$ cat src/rtl/mem_arbiter.sv
`default_nettype none
// ============================================================================
// Module   : mem_arbiter
// Purpose  : Two-core arbiter in front of a single data memory. The grant is
//            combinational in the request cycle. An uncontended request is
//            granted. A contended request is resolved by a round-robin pointer.
//            A core may lock ownership for up to LOCK_TIMEOUT consecutive
//            cycles. Read data is registered per core, with a one-cycle valid
//            pulse. Each core has a saturating access counter.
// Ports    : Clk, Reset_n (async, active-low)
//            Ck_Address/WriteData/MemRead/MemWrite/HalfControl/ByteControl/Lock
//                                  core k request (k = 0, 1)
//            Ck_Stall              core k request not served this cycle
//            Ck_ReadData/ReadValid registered read return for core k
//            Ck_AccessCount        saturating count of granted accesses
//            EX_MEM_*              granted request forwarded to data memory
//            MEM_ReadData          combinational read data from data memory
// Revision : 1.0 - initial release
// ============================================================================
module mem_arbiter #(
    parameter int LOCK_TIMEOUT = 15
) (
    input  logic        Clk,
    input  logic        Reset_n,
    input  logic [31:0] C0_Address,
    input  logic [31:0] C0_WriteData,
    input  logic        C0_MemRead,
    input  logic        C0_MemWrite,
    input  logic        C0_HalfControl,
    input  logic        C0_ByteControl,
    input  logic        C0_Lock,
    output logic        C0_Stall,
    output logic [31:0] C0_ReadData,
    output logic        C0_ReadValid,
    output logic [15:0] C0_AccessCount,
    input  logic [31:0] C1_Address,
    input  logic [31:0] C1_WriteData,
    input  logic        C1_MemRead,
    input  logic        C1_MemWrite,
    input  logic        C1_HalfControl,
    input  logic        C1_ByteControl,
    input  logic        C1_Lock,
    output logic        C1_Stall,
    output logic [31:0] C1_ReadData,
    output logic        C1_ReadValid,
    output logic [15:0] C1_AccessCount,
    output logic [31:0] EX_MEM_Address,
    output logic [31:0] EX_MEM_WriteData,
    output logic        EX_MEM_MemRead,
    output logic        EX_MEM_MemWrite,
    output logic        EX_MEM_HalfControl,
    output logic        EX_MEM_ByteControl,
    input  logic [31:0] MEM_ReadData
);

    localparam logic [1:0]  c_ST_IDLE    = 2'd0;
    localparam logic [1:0]  c_ST_OWN0    = 2'd1;
    localparam logic [1:0]  c_ST_OWN1    = 2'd2;
    localparam logic [4:0]  c_HOLD_LIMIT = 5'(LOCK_TIMEOUT);
    localparam logic [15:0] c_CNT_MAX    = 16'hFFFF;

    // Per-core request fields gathered into vectors indexed by core number
    logic [1:0]        w_rd_strobe;
    logic [1:0]        w_wr_strobe;
    logic [1:0]        w_lock;
    logic [1:0]        w_req;
    logic [1:0]        w_win;
    logic [1:0]        w_rd_grant;
    logic [1:0]        w_stall;
    logic              w_idle;
    logic              w_contended;
    logic [4:0]        w_hold_inc;
    logic              w_timeout;

    logic [1:0]        r_state;
    logic              r_ptr;
    logic [3:0]        r_hold;
    logic [1:0][31:0]  r_read_data;
    logic [1:0]        r_read_valid;
    logic [1:0][15:0]  r_access_cnt;

    assign w_rd_strobe = {C1_MemRead,  C0_MemRead};
    assign w_wr_strobe = {C1_MemWrite, C0_MemWrite};
    assign w_lock      = {C1_Lock,     C0_Lock};
    assign w_req       = w_rd_strobe | w_wr_strobe;

    assign w_idle      = (r_state == c_ST_IDLE);
    assign w_contended = w_idle & w_req[0] & w_req[1];

    // An owner excludes the other core even when the owner is not requesting
    assign w_win[0] = w_req[0] & ((r_state == c_ST_OWN0) | (w_idle & (~w_req[1] | ~r_ptr)));
    assign w_win[1] = w_req[1] & ((r_state == c_ST_OWN1) | (w_idle & (~w_req[0] |  r_ptr)));

    // Both strobes high counts as a write, so it never returns read data
    assign w_rd_grant = w_win & w_rd_strobe & ~w_wr_strobe;

    // Reset gates only the outputs; the grant terms feeding the flops stay
    // free of Reset_n because the flops are already held by the async clear.
    assign w_stall  = {2{Reset_n}} & w_req & ~w_win;
    assign C0_Stall = w_stall[0];
    assign C1_Stall = w_stall[1];

    // Release when the owner's next cycle would be number LOCK_TIMEOUT + 1
    assign w_hold_inc = {1'b0, r_hold} + 5'd1;
    assign w_timeout  = (w_hold_inc == c_HOLD_LIMIT);

    always_comb begin
        EX_MEM_Address     = '0;
        EX_MEM_WriteData   = '0;
        EX_MEM_MemRead     = 1'b0;
        EX_MEM_MemWrite    = 1'b0;
        EX_MEM_HalfControl = 1'b0;
        EX_MEM_ByteControl = 1'b0;
        if (Reset_n && w_win[0]) begin
            EX_MEM_Address     = C0_Address;
            EX_MEM_WriteData   = C0_WriteData;
            EX_MEM_MemRead     = C0_MemRead & ~C0_MemWrite;
            EX_MEM_MemWrite    = C0_MemWrite;
            EX_MEM_HalfControl = C0_HalfControl;
            EX_MEM_ByteControl = C0_ByteControl;
        end else if (Reset_n && w_win[1]) begin
            EX_MEM_Address     = C1_Address;
            EX_MEM_WriteData   = C1_WriteData;
            EX_MEM_MemRead     = C1_MemRead & ~C1_MemWrite;
            EX_MEM_MemWrite    = C1_MemWrite;
            EX_MEM_HalfControl = C1_HalfControl;
            EX_MEM_ByteControl = C1_ByteControl;
        end
    end

    // Ownership FSM, round-robin pointer and lock hold counter
    always_ff @(posedge Clk or negedge Reset_n) begin
        if (!Reset_n) begin
            r_state <= c_ST_IDLE;
            r_ptr   <= 1'b0;
            r_hold  <= '0;
        end else begin
            case (r_state)
                c_ST_IDLE: begin
                    r_hold <= '0;
                    // The winner was r_ptr, so the loser is ~r_ptr
                    if (w_contended) begin
                        r_ptr <= ~r_ptr;
                    end
                    if (w_win[0] && w_lock[0]) begin
                        r_state <= c_ST_OWN0;
                    end else if (w_win[1] && w_lock[1]) begin
                        r_state <= c_ST_OWN1;
                    end
                end
                c_ST_OWN0: begin
                    if (w_timeout) begin
                        r_state <= c_ST_IDLE;
                        r_ptr   <= 1'b1;
                        r_hold  <= '0;
                    end else if (!w_lock[0]) begin
                        r_state <= c_ST_IDLE;
                        r_hold  <= '0;
                    end else begin
                        r_hold  <= w_hold_inc[3:0];
                    end
                end
                c_ST_OWN1: begin
                    if (w_timeout) begin
                        r_state <= c_ST_IDLE;
                        r_ptr   <= 1'b0;
                        r_hold  <= '0;
                    end else if (!w_lock[1]) begin
                        r_state <= c_ST_IDLE;
                        r_hold  <= '0;
                    end else begin
                        r_hold  <= w_hold_inc[3:0];
                    end
                end
                default: begin
                    r_state <= c_ST_IDLE;
                    r_hold  <= '0;
                end
            endcase
        end
    end

    // Read return path and access counters, one slot per core
    always_ff @(posedge Clk or negedge Reset_n) begin
        if (!Reset_n) begin
            r_read_data  <= '0;
            r_read_valid <= '0;
            r_access_cnt <= '0;
        end else begin
            for (int k = 0; k < 2; k++) begin
                r_read_valid[k] <= w_rd_grant[k];
                if (w_rd_grant[k]) begin
                    r_read_data[k] <= MEM_ReadData;
                end
                if (w_win[k] && (r_access_cnt[k] != c_CNT_MAX)) begin
                    r_access_cnt[k] <= r_access_cnt[k] + 16'd1;
                end
            end
        end
    end

    assign C0_ReadData    = r_read_data[0];
    assign C1_ReadData    = r_read_data[1];
    assign C0_ReadValid   = r_read_valid[0];
    assign C1_ReadValid   = r_read_valid[1];
    assign C0_AccessCount = r_access_cnt[0];
    assign C1_AccessCount = r_access_cnt[1];

endmodule
`default_nettype wire

$ cat config.mk
export PLATFORM = sky130hd
export DESIGN_NAME = mem_arbiter
export DESIGN_NICKNAME = d
export VERILOG_FILES = /design/src/rtl/mem_arbiter.sv
export SDC_FILE = /design/constraint.sdc
export NUM_CORES = 1
export LEC_CHECK = 0
export ABC_AREA = 1
export CAP_MARGIN = 10
export CORE_AREA = 2 2 134 136
export DETAILED_ROUTE_END_ITERATION = 8
export DIE_AREA = 0 0 136 138
export PLACE_DENSITY = 0.81
export SYNTH_ARGS = -nofsm -noshare
export SYNTH_HDL_FRONTEND = slang
export SYNTH_SLANG_ARGS = --single-unit
$ cat constraint.sdc
create_clock -name Clk -period 2.28 [get_ports Clk]
set_input_delay 0.456 -clock Clk [delete_from_list [all_inputs] [get_ports Clk]]
set_output_delay 0.456 -clock Clk [all_outputs]
set_load 0.05 [all_outputs]
**Word-level counts from Yosys, hierarchy flattened**

Index checks and enable logic that the tools add are counted.

- Add/subtract/negate cells: 3
- Eq/ne operators: 11
- Multiplexer cells: 28
- Bitwise logic cells: 24
- Reduce and logical (&&, ||, !) cells: 10

Operator list:

| operator | number |
|---|---|
| $mux 32 | 4 |
| $add 16x1->16 const B | 2 |
| $ne 16x16->1 const B | 2 |
| $mux 4 | 4 |
| $mux 2 | 6 |
| $mux 1 | 11 |
| $and 1x1->1 | 8 |
| $and 2x2->2 | 4 |
| $pmux 4 s2 | 1 |
| $logic_and 1x1->1 | 6 |
| $ne 3x3->1 const B | 2 |
| $pmux 2 s3 | 1 |
| $add 4x1->5 const B | 1 |
| $eq 5x4->1 const B | 1 |
| $not 1->1 | 5 |
| $ne 2x2->1 const B | 2 |
| $not 2->2 | 2 |
| $or 1x1->1 | 4 |
| $reduce_and 4->1 | 1 |
| $ne 3x1->1 const B | 1 |
| $pmux 1 s3 | 1 |
| $reduce_and 3->1 | 1 |
| $reduce_bool 3->1 | 1 |
| $eq 2x1->1 const B | 1 |
| 4 further kinds | 4 |

- Bits in registers: 105
- Input port bits: 172
- Logic and storage cells: 84

**Logic depth before layout (Yosys ltp)**

Gate-level depths: netlist of run 1.

- Word-level depth: 10
- Depth in mapped cells: 12
- Mapped depth without buffers: 12

**Worst setup path after synthesis of run 1**

OpenSTA, ideal clock, no wires.

- Path kind: register to output
- From: register r_state[0]
- To: output port EX_MEM_MemRead
- Arrival: 2.246 ns
- Path slack: -0.422 ns
- Stages on the path, launching flop included: 8
- Cell sequence: dfrtp_1 > inv_1 > ha_1 > nand2_2 > nand2_4 > buf_2 > nand2_1 > o21ai_0

- Word-level cells in the longest chain between the ends: 7

Ends and longest elaborated chain:

| what | RTL line | RTL |
|---|---|---|
| start: declaration | 75 | `logic [1:0] r_state;` |
| start signal: assignment | 134 | `r_state <= c_ST_IDLE;` |
| start signal: assignment | 146 | `r_state <= c_ST_OWN0;` |
| start signal: assignment | 148 | `r_state <= c_ST_OWN1;` |
| $logic_not 2->1 | 87 | `assign w_idle = (r_state == c_ST_IDLE);` |
| $and 1x1->1 | 92 | `assign w_win[1] = w_req[1] & ((r_state == c_ST_OWN1) \| (w_idle & (~w_req[0] \| r_ptr)));` |
| $or 1x1->1 | 92 |  |
| $and 1x1->1 | 92 |  |
| $logic_and 1x1->1 | 121 | `end else if (Reset_n && w_win[1]) begin` |
| $mux 1 | 121 |  |
| $mux 1 * | 114 | `if (Reset_n && w_win[0]) begin` |
| end: declaration | 49 | `output logic EX_MEM_MemRead,` |

Every way passes the cells marked *; elsewhere a longest branch is shown, timed or not.

**Worst setup path after layout of run 1**

- From: register r_state[1]
- To: output port EX_MEM_WriteData[17]

- Word-level cells in the longest chain between the ends: 7

Ends and longest elaborated chain:

| what | RTL line | RTL |
|---|---|---|
| $logic_not 2->1 | 87 |  |
| $and 1x1->1 | 92 |  |
| $or 1x1->1 | 92 |  |
| $and 1x1->1 | 92 |  |
| $logic_and 1x1->1 | 121 |  |
| $mux 32 | 121 |  |
| $mux 32 * | 114 |  |
| end: declaration | 48 | `output logic [31:0] EX_MEM_WriteData,` |

Marked as above.

==> impl_metrics.tcl, run 1 <==
set metrics [dict create \
    grt.total_usage_pct 26.9 \
    ys_ff_latch 105 \
    fillCellCount 1326 \
    irDropWorstVdd_mv 0.926 \
    finalSetupViolations 69 \
    drive_gt1_share_pct 25.3 \
    startpoint_type "flip-flop" \
    r2r_cells 9 \
    slew_viol_final 0 \
    crit_fanout 6 \
    dr.pass1.iters 5 \
    arrival_ns 2.07 \
    die_area_um2 18800 \
    die_w_um 136 \
    drt-total-wl_um 26500 \
    synthToLayoutAreaGrowth_pct 97.2 \
    yosysUniqueCellTypes 31 \
    wl_per_cell_um 19.0 \
    portBuffers 339 \
    final_cell_area_um2 11800 \
    powerDensity_nw_per_um2 1390 \
    r2r_end "C0_ReadData[14]" \
    min_path_type "primary input to async pin" \
    syn_nets 978 \
    multiInputGateArea_um2 3420 \
    via_count 7013 \
    antenna_found_initial 1 \
    grt_max_degree 66 \
    fin_cells 1396 \
    cts_sinks 105 \
    status "finished with violations" \
    placed_cell_area_um2 10500 \
    rr_startpoint "r_state[1]" \
    p_leak_nw 5.22 \
    startpoint "r_state[1]" \
    vias_per_cell 5.02 \
    drv_cap 0 \
    hold_viol 0 \
    ys_warn_count 0 \
    synthCells 798 \
    clock_path_buffers 2 \
    skew_ns 0.0101 \
    syn_area_um2 5980 \
    cts_buffers 9 \
    grt_pass1_wl_um 39100 \
    violations "negative setup slack" \
    worst_ep_required_time_ns 1.82 \
    tightest_slew_ns 0.710 \
    overflow 0 \
    cts_tree "done" \
    num_io_pins 340 \
    synth.avg_cell_area_um2 7.49 \
    fin_crit_ns 2.53 \
    final.setup.tns_ns -13.23 \
    grt_pass1_vias 6954 \
    min_period_over_period_pct 111 \
    critical_path_class "flip-flop to output pin" \
    layout_setup_ws_ns -0.251 \
    slew-limit-headroom_pct 52.7 \
    drt-initial-drc-count 451 \
    clk_pin_slew_ns 0.08 \
    place_inst 1357 \
    core.rowCount 49 \
    die_y_um 138 \
    critPathCapture "EX_MEM_WriteData[17]" \
    antenna_left 0 \
    postCtsHoldBufs 0 \
    crit_path_end_kind "output pin" \
    start_util_pct 34.1 \
    nets 1341 \
    coreArea_um2 17500 \
    clock.fmax_ghz 0.395 \
    synth-seq-area-share_pct 43.9 \
    drc 0 \
    place_hpwl_um 17900 \
    cts-root-buf "clkbuf_16" \
    grt_setup_unrepaired "yes" \
    ctsHtreeMaxLevel 3 \
    ff2ff_setup_slack_ns 0.25 \
    worstSkewPairLatency_ns 0.36 \
    seq_area_um2 2630 \
    gp_congestion 0.897 \
]
## layout by cell type, fill, tap and decap left out, types with 4 or more instances in the layout
cell type	n
clkdlybuf4s50_1	263
nand2_1	186
nand3_1	107
dfrtp_1	105
buf_12	81
o21ai_0	70
inv_1	61
nand2_2	60
nand3_2	41
buf_4	33
nor2_1	28
xnor2_1	12
nand2_4	11
nand3_4	10
xor2_1	10
clkbuf_16	10
inv_2	7
buf_16	7
buf_6	7
nor3_1	6
nor2_4	5
o21ai_1	5
ha_1	5
nand4_1	4
## through the flow
stage	setup slack [ns]	total power (W)	hold slack (ns)	util, %
detailed placement	-0.281	0.0132	0.472	59.7
floorplan	-0.0586	0.00881	0.160	-
global route	-0.330	0.0171	0.334	67.3
global placement	-0.231	0.0131	0.465	59.7
finish	-0.251	0.0164	0.270	67.3
CTS	-0.202	0.0160	0.302	64.7
## metal layers
metal	wire, um	share of wire (%)	global-route usage [%]
met1	9720	37	31.8
met2	12900	49	44.3
met3	2600	9.8	7.74
met4	1280	4.8	13.3
met5	0	0	0
## logic make-up after synthesis
group           synth area share (%)
simple gates                    35.1
buf+inv                         8.77
flops                           43.9
compound gates                  7.30
xor+xnor                        3.22
fa+ha+maj                       1.67
## final cells by class
type	instances	share of cell area, %
diodes	1	0.0212
clock buffers	10	2.03
clock inverters	6	0.626
inverters	68	2.16
multi-input cells	579	29.0
flip-flops and latches	105	22.3
well taps	229	2.43
repair buffers	398	41.4
## worst min-delay path by stage
stage / to / depth (start not counted)
after floorplan: C0_AccessCount[0] / 0
after global placement: C0_ReadData[25] / 2
after detailed placement: C0_ReadData[25] / 2
after CTS: C1_ReadData[29] / 2
after global routing: C1_AccessCount[5] / 2
final: C1_AccessCount[5] / 2
## critical path: stages (launching register included)
cell and delay [ns]:
dfrtp_1 0.42, inv_2 0.12, ha_4 0.15, o21ai_2 0.07, nand2_4 0.07, nand2_4 0.05
nor2_4 0.14, buf_8 0.18, clkbuf_16 0.19, nand3_2 0.08, nand2_2 0.10, buf_12 0.14
## cell usage after synthesis
cell	number	area [um2]
nand2_1	249	935
nand3_1	154	771
dfrtp_1	105	2630
o21ai_0	71	355
inv_1	65	244
nor2_1	28	105
buf_2	19	95.1
xnor2_1	12	105
clkbuf_1	10	37.5
xor2_1	10	87.6
ha_1	8	100
buf_4	7	52.6
nor3_1	7	35.0
buf_6	6	67.6
nand2_2	5	31.3
nand2_4	5	56.3
o21ai_1	5	25.0
nand3_2	4	40.0
nand4_1	4	25.0
a21oi_1	3	15.0
buf_1	3	11.3
inv_2	3	11.3
nor2_4	3	33.8
nand3b_1	2	15.0
nor2_2	2	12.5
nor3_4	2	32.5
o21ai_2	2	17.5
a21oi_4	1	16.3
a22oi_1	1	7.51
clkbuf_2	1	5.00
nor4_1	1	6.26
## report_power, final
group | leakage, nW | switching (W) | total [W] | internal [W]
Sequential | 1.35 | 0.000484 | 0.00303 | 0.00255
Clock | 0.153 | 0.000750 | 0.00165 | 0.000900
Combinational | 3.71 | 0.00706 | 0.0117 | 0.00467
Total | 5.22 | 0.00830 | 0.0164 | 0.00812
## state kept, by name (all words and copies together), names as in the netlist
name,cells
C1_ReadData,32
r_read_valid,2
r_ptr,1
r_state,2
C0_ReadData,32
r_hold,4
C0_AccessCount,16
C1_AccessCount,16
## repair_timing
action | in CTS | in global routing
resized for setup | 67 | 99
pin swaps | 5 | 38
gates cloned | 9 | 1
buffers inserted | 11 | 3
endpoints found under the setup margin | 69 | 69
No activity file was read; power rests on OpenSTA's default activity.
==> run 2: changes to the inputs <==
--- a/config.mk
+++ b/config.mk
@@ -10,7 +10,10 @@
 export CORE_AREA = 2 2 134 136
 export DETAILED_ROUTE_END_ITERATION = 8
 export DIE_AREA = 0 0 136 138
+export HOLD_SLACK_MARGIN = 0.02
 export PLACE_DENSITY = 0.81
+export SKIP_CTS_REPAIR_TIMING = 1
 export SYNTH_ARGS = -nofsm -noshare
 export SYNTH_HDL_FRONTEND = slang
 export SYNTH_SLANG_ARGS = --single-unit
+export TNS_END_PERCENT = 20
==> run 2 against run 1 <==
Against the previous run:
- the flow still finishes with violations (negative setup slack)
- global-route usage is 4.1 points lower
- maximum frequency is 0.22% lower
- final cell count is 1.0% lower
- via count is 3.9% lower
- non-clock buffer count is 13 lower
==> impl_metrics.tcl, run 2 (synthesis gave the netlist of run 1 again) <==
set metrics [dict create \
    final_cell_area_um2 11200 \
    ctsHtreeMaxLevel 3 \
    synthToLayoutAreaGrowth_pct 87.8 \
    slew_viol_final 0 \
    place_ws_ns -0.274 \
    overflow 0 \
    worstSkewPairLatency_ns 0.36 \
    grt_pass1_vias 6472 \
    grt_setup_unrepaired "yes" \
    clock_path_buffers 2 \
    rr_startpoint "C0_AccessCount[0]" \
    cts_buffers 9 \
    skew_ns 0.0112 \
    min_path_type "primary input to async pin" \
    fin_crit_ns 2.54 \
    diodes 0 \
    die_area_um2 18800 \
    antenna_found_initial 1 \
    layout_setup_ws_ns -0.256 \
    critical_path_class "flip-flop to output pin" \
    dr.pass1.iters 6 \
    drt-initial-drc-count 426 \
    core.rowCount 49 \
    status "finished with violations" \
    drv_cap 0 \
    finalSetupViolations 69 \
    drive_gt1_share_pct 20.9 \
    violations "negative setup slack" \
    drc 0 \
    drt-total-wl_um 22500 \
    ff2ff_setup_slack_ns 0.45 \
    crit_fanout 8 \
    place_hpwl_um 16600 \
    tightest_slew_ns 0.926 \
    placed_cell_area_um2 10500 \
    via_count 6736 \
    irDropWorstVdd_mv 0.939 \
    vias_per_cell 4.87 \
    nets 1328 \
    min_period_over_period_pct 111 \
    powerDensity_nw_per_um2 1340 \
    r2r_end "C0_AccessCount[4]" \
    crit_path_end_kind "output pin" \
    start_util_pct 34.1 \
    startpoint_type "flip-flop" \
    num_io_pins 340 \
    final_common_cell "clkdlybuf4s50_1" \
    p_leak_nw 5.07 \
    cts_sinks 105 \
    r2r_cells 10 \
    clk_pin_slew_ns 0.08 \
    gp_congestion 0.874 \
    antenna_left 0 \
    hold_viol 0 \
    grt_pass1_wl_um 34200 \
    arrival_ns 2.08 \
    grt_max_degree 74 \
    startpoint "r_state[0]" \
    cts-root-buf "clkbuf_16" \
    die_y_um 138 \
    slew-limit-headroom_pct 38.3 \
    grt.total_usage_pct 22.8 \
    portBuffers 339 \
    die_w_um 136 \
    clock.fmax_ghz 0.394 \
    coreArea_um2 17500 \
    layout_common_cells "clkdlybuf4s50_1, nand2_1, nand3_1" \
    cts_tree "done" \
    worst_ep_required_time_ns 1.82 \
    critPathCapture "EX_MEM_WriteData[20]" \
    wl_per_cell_um 16.3 \
]
-- run 2: cell count changes in the layout (fill, tap and decap cells not counted), sizes merged --
| cell | delta |
|---|---|
| buf | -17 |
| clkdlybuf4s50 | +3 |
| clkinv | +3 |
| dlygate4sd2 | -3 |
| clkbuf | +2 |
| dlymetal6s2s | +2 |
| bufbuf | -1 |
| bufinv | -1 |
| clkinvlp | -1 |
| diode | -1 |
-- run 2: worst min path at each step --
stage                               start           endpoint  slack (ns)  cells past startpoint
after floorplan                   Reset_n  C0_AccessCount[0]        0.16                      0
after global placement    C1_ReadData[25]    C1_ReadData[25]        0.46                      2
after detailed placement  C1_ReadData[18]    C1_ReadData[18]        0.47                      2
after CTS                         Reset_n    C0_ReadData[27]        0.15                      2
after global routing              Reset_n              r_ptr        0.17                      2
final                             Reset_n  C1_AccessCount[9]        0.14                      2
-- run 2: stage by stage --
stage	TNS (ns)	util, %	total power, W	hold slack, ns	std cells
floorplan	-0.281	-	0.00881	0.160	798
CTS	-18.25	61.7	0.0148	0.148	1372
global placement	-12.25	59.9	0.0130	0.465	1356
global route	-20.30	64.1	0.0158	0.167	1382
detailed placement	-15.26	59.9	0.0132	0.472	1356
finish	-13.84	64.1	0.0151	0.144	1382
-- run 2: cell type report --
type / count / area (um2)
Sequential cell: 105 / 2630
Clock inverter: 7 / 83.8
Inverter: 68 / 255
Timing Repair Buffer: 385 / 4660
Fill cell: 1440 / 6300
Clock buffer: 9 / 225
Tap cell: 229 / 287
Multi-Input combinational cell: 579 / 3090
-- run 2: per-layer routing --
layer	GRT usage (%)	vias up	part of all wire, %
met4	7.18	0	2.5
met1	28.2	3156	40
li1	-	3273	-
met2	39.0	265	50
met5	0	-	0
met3	5.28	42	7.8
-- run 2: where the power goes --
group          switching, W  internal [W]
combinational       0.00645       0.00399
sequential         0.000502       0.00255
clock              0.000790      0.000784
total               0.00775       0.00732
-- run 2: critical path: stages (launching register included) --
cell,delay [ns]
dfrtp_1,0.43
inv_2,0.12
ha_4,0.18
o21ai_4,0.07
nand2_4,0.07
nand2_4,0.05
nor2_4,0.15
buf_4,0.15
clkbuf_16,0.15
nand3_1,0.12
nand2_2,0.11
buf_12,0.14
==> run 3: changes to the inputs <==
==> constraint.sdc (replaced) <==
create_clock -name Clk -period 2.6 [get_ports Clk]
set_input_delay 0.52 -clock Clk [delete_from_list [all_inputs] [get_ports Clk]]
set_output_delay 0.52 -clock Clk [all_outputs]
set_load 0.05 [all_outputs]
==> run 3 against run 2 <==
Against the previous run:
- clock skew is 0.0030 ns lower
- critical endpoint unchanged
- worst hold slack better by 0.12 ns
- the run still ends with negative setup slack left
- largest cell class unchanged
- non-clock buffer count is 2 lower
- setup slack better by 0.14 ns
- first-iteration DRC count is 19% higher
- die area stayed put
- clock-buffer cell count is 2 higher
- sequential cell count stayed put
- highest routed layer unchanged
- final cell count is 0.22% higher
- power is 8.2% lower
==> impl_metrics.tcl, run 3 (synthesis gave the netlist of run 1 again) <==
set metrics [dict create \
    status "finished with violations" \
    violations "negative setup slack" \
    swShare_pct 50.4 \
    min_path_type "primary input to async pin" \
    drive_gt1_share_pct 18.9 \
    grt.total_usage_pct 23.8 \
    die_area_um2 18800 \
    antenna_found_initial 4 \
    final_common_cell "clkdlybuf4s50_1" \
    drc 0 \
    via_count 6942 \
    overflow 0 \
    antenna_left 0 \
    nets 1327 \
    die_y_um 138 \
    clockPowerShare_pct 11.4 \
    drt-initial-drc-count 505 \
    start_util_pct 34.1 \
    internal-power_w 0.00686 \
    final.setup.tns_ns -1.73 \
    gp_congestion 0.891 \
    ff2ff_setup_slack_ns 0.58 \
    critical_path_class "flip-flop to output pin" \
    layout_common_cells "clkdlybuf4s50_1, nand2_1, nand3_1" \
    final_cell_area_um2 11300 \
    cts_sinks 105 \
    slowest_delay_ns 0.43 \
    grt_pass1_wl_um 34900 \
    worst_ep_required_time_ns 2.08 \
    path_cells "inv_2 -> ha_4 -> o21ai_4 -> nand2_4 -> nand2_4 -> nor2_4 -> buf_12 -> buf_4 -> nand3_1 -> nand2_2 -> buf_12" \
    worst-path-buf-inv 4 \
    tightest_slew_ns 0.852 \
    total_power_w 0.0138 \
    cts-root-buf "clkbuf_16" \
    cts_tree "done" \
    crit_path_end_kind "output pin" \
    grt_setup_unrepaired "yes" \
    vias_per_cell 5.01 \
    power.switching_w 0.00698 \
    path_delay_family "simple AND/OR/NAND/NOR gates" \
    cts_buffers 9 \
    fin_crit_ns 2.72 \
    drt-total-wl_um 24900 \
    p_leak_nw 5.13 \
    p_seq_share_pct 19.4 \
    crit_fanout 6 \
    finalSetupViolations 37 \
    startpoint_type "flip-flop" \
    worstSkewPairLatency_ns 0.36 \
    place_ws_ns -0.326 \
    skew_ns 0.00826 \
    die_w_um 136 \
    synthToLayoutAreaGrowth_pct 88.6 \
    coreArea_um2 17500 \
    grt_pass1_vias 6366 \
    r2r_cells 12 \
    place_hpwl_um 17500 \
    hold_viol 0 \
    min_period_over_period_pct 105 \
    portBuffers 339 \
    clk_pin_slew_ns 0.08 \
    dr.pass1.iters 5 \
    layout_setup_ws_ns -0.121 \
    combPwrFrac_pct 69.2 \
    wl_per_cell_um 18.0 \
    critical-path-slowest-cell "dfrtp_1" \
    grt_max_degree 68 \
    placed_cell_area_um2 10400 \
    drv_cap 0 \
    num_io_pins 340 \
    core.rowCount 49 \
    clock.fmax_ghz 0.368 \
    arrival_ns 2.20 \
    rr_startpoint "r_state[0]" \
    powerDensity_nw_per_um2 1230 \
    irDropWorstVdd_mv 0.798 \
    slew-limit-headroom_pct 43.2 \
    clock_path_buffers 2 \
    slew_viol_final 0 \
    ctsHtreeMaxLevel 3 \
    r2r_end "C0_AccessCount[12]" \
]
==> run 3: cell types whose count changed in the layout (fill, tap and decap cells not counted), moves of 3 or more <==
| cell | before | now |
|---|---|---|
| buf_4 | 29 | 24 |
| buf_6 | 2 | 5 |
| clkinv_8 | 3 | 0 |
| diode_2 | 0 | 4 |
| nand2_1 | 184 | 201 |
| nand2_2 | 69 | 50 |
| nand2_8 | 0 | 3 |
| nand3_1 | 146 | 150 |
| nand3_2 | 12 | 8 |
==> run 3: metrics by stage <==
stage	hold WS, ns	instances	utilization, %
after floorplan	0.224	798	-
after global placement	0.465	1349	59.5
after detailed placement	0.474	1349	59.5
after CTS	0.272	1365	61.5
after global routing	0.307	1385	64.3
final	0.262	1385	64.3
==> run 3: how the worst max path moves through the flow <==
stage | start | end | slack (ns) | depth (start not counted)
floorplan | r_state[0] | C0_Stall | -0.04 | 6
global placement | C0_MemRead | EX_MEM_MemWrite | -0.29 | 11
detailed placement | C0_MemRead | EX_MEM_MemWrite | -0.33 | 11
CTS | C0_MemRead | EX_MEM_MemWrite | -0.35 | 11
global route | r_state[0] | EX_MEM_WriteData[20] | -0.21 | 11
finish | r_state[0] | EX_MEM_WriteData[20] | -0.12 | 11
==> run 3: final cells by class <==
class                      instances  area (um2)
tap                              229         287
clock inverter                     5        91.3
antenna                            4        10.0
clock buffer                      11         253
inverter                          68         255
timing repair buffer             383        4680
fill                            1374        6260
multi-input combinational        580        3070
sequential                       105        2630
==> run 3: power groups by stage <==
stage	clock (W)	sequential [W]	combinational, W
6_report	0.00158	0.00268	0.00958
5_1_grt	0.00167	0.00275	0.00998
4_1_cts	0.00159	0.00267	0.00891
3_5_place_dp	0	0.00267	0.00888
3_3_place_gp	0	0.00267	0.00875
2_1_floorplan	0	0.00463	0.00309
==> run 3: routing by layer <==
layer	routed length (um)	up-vias	track usage [%]
li1	-	3282	-
met1	9640	3305	28.6
met2	12400	297	38.9
met3	1920	58	6.31
met4	988	0	12.5
met5	0	-	0
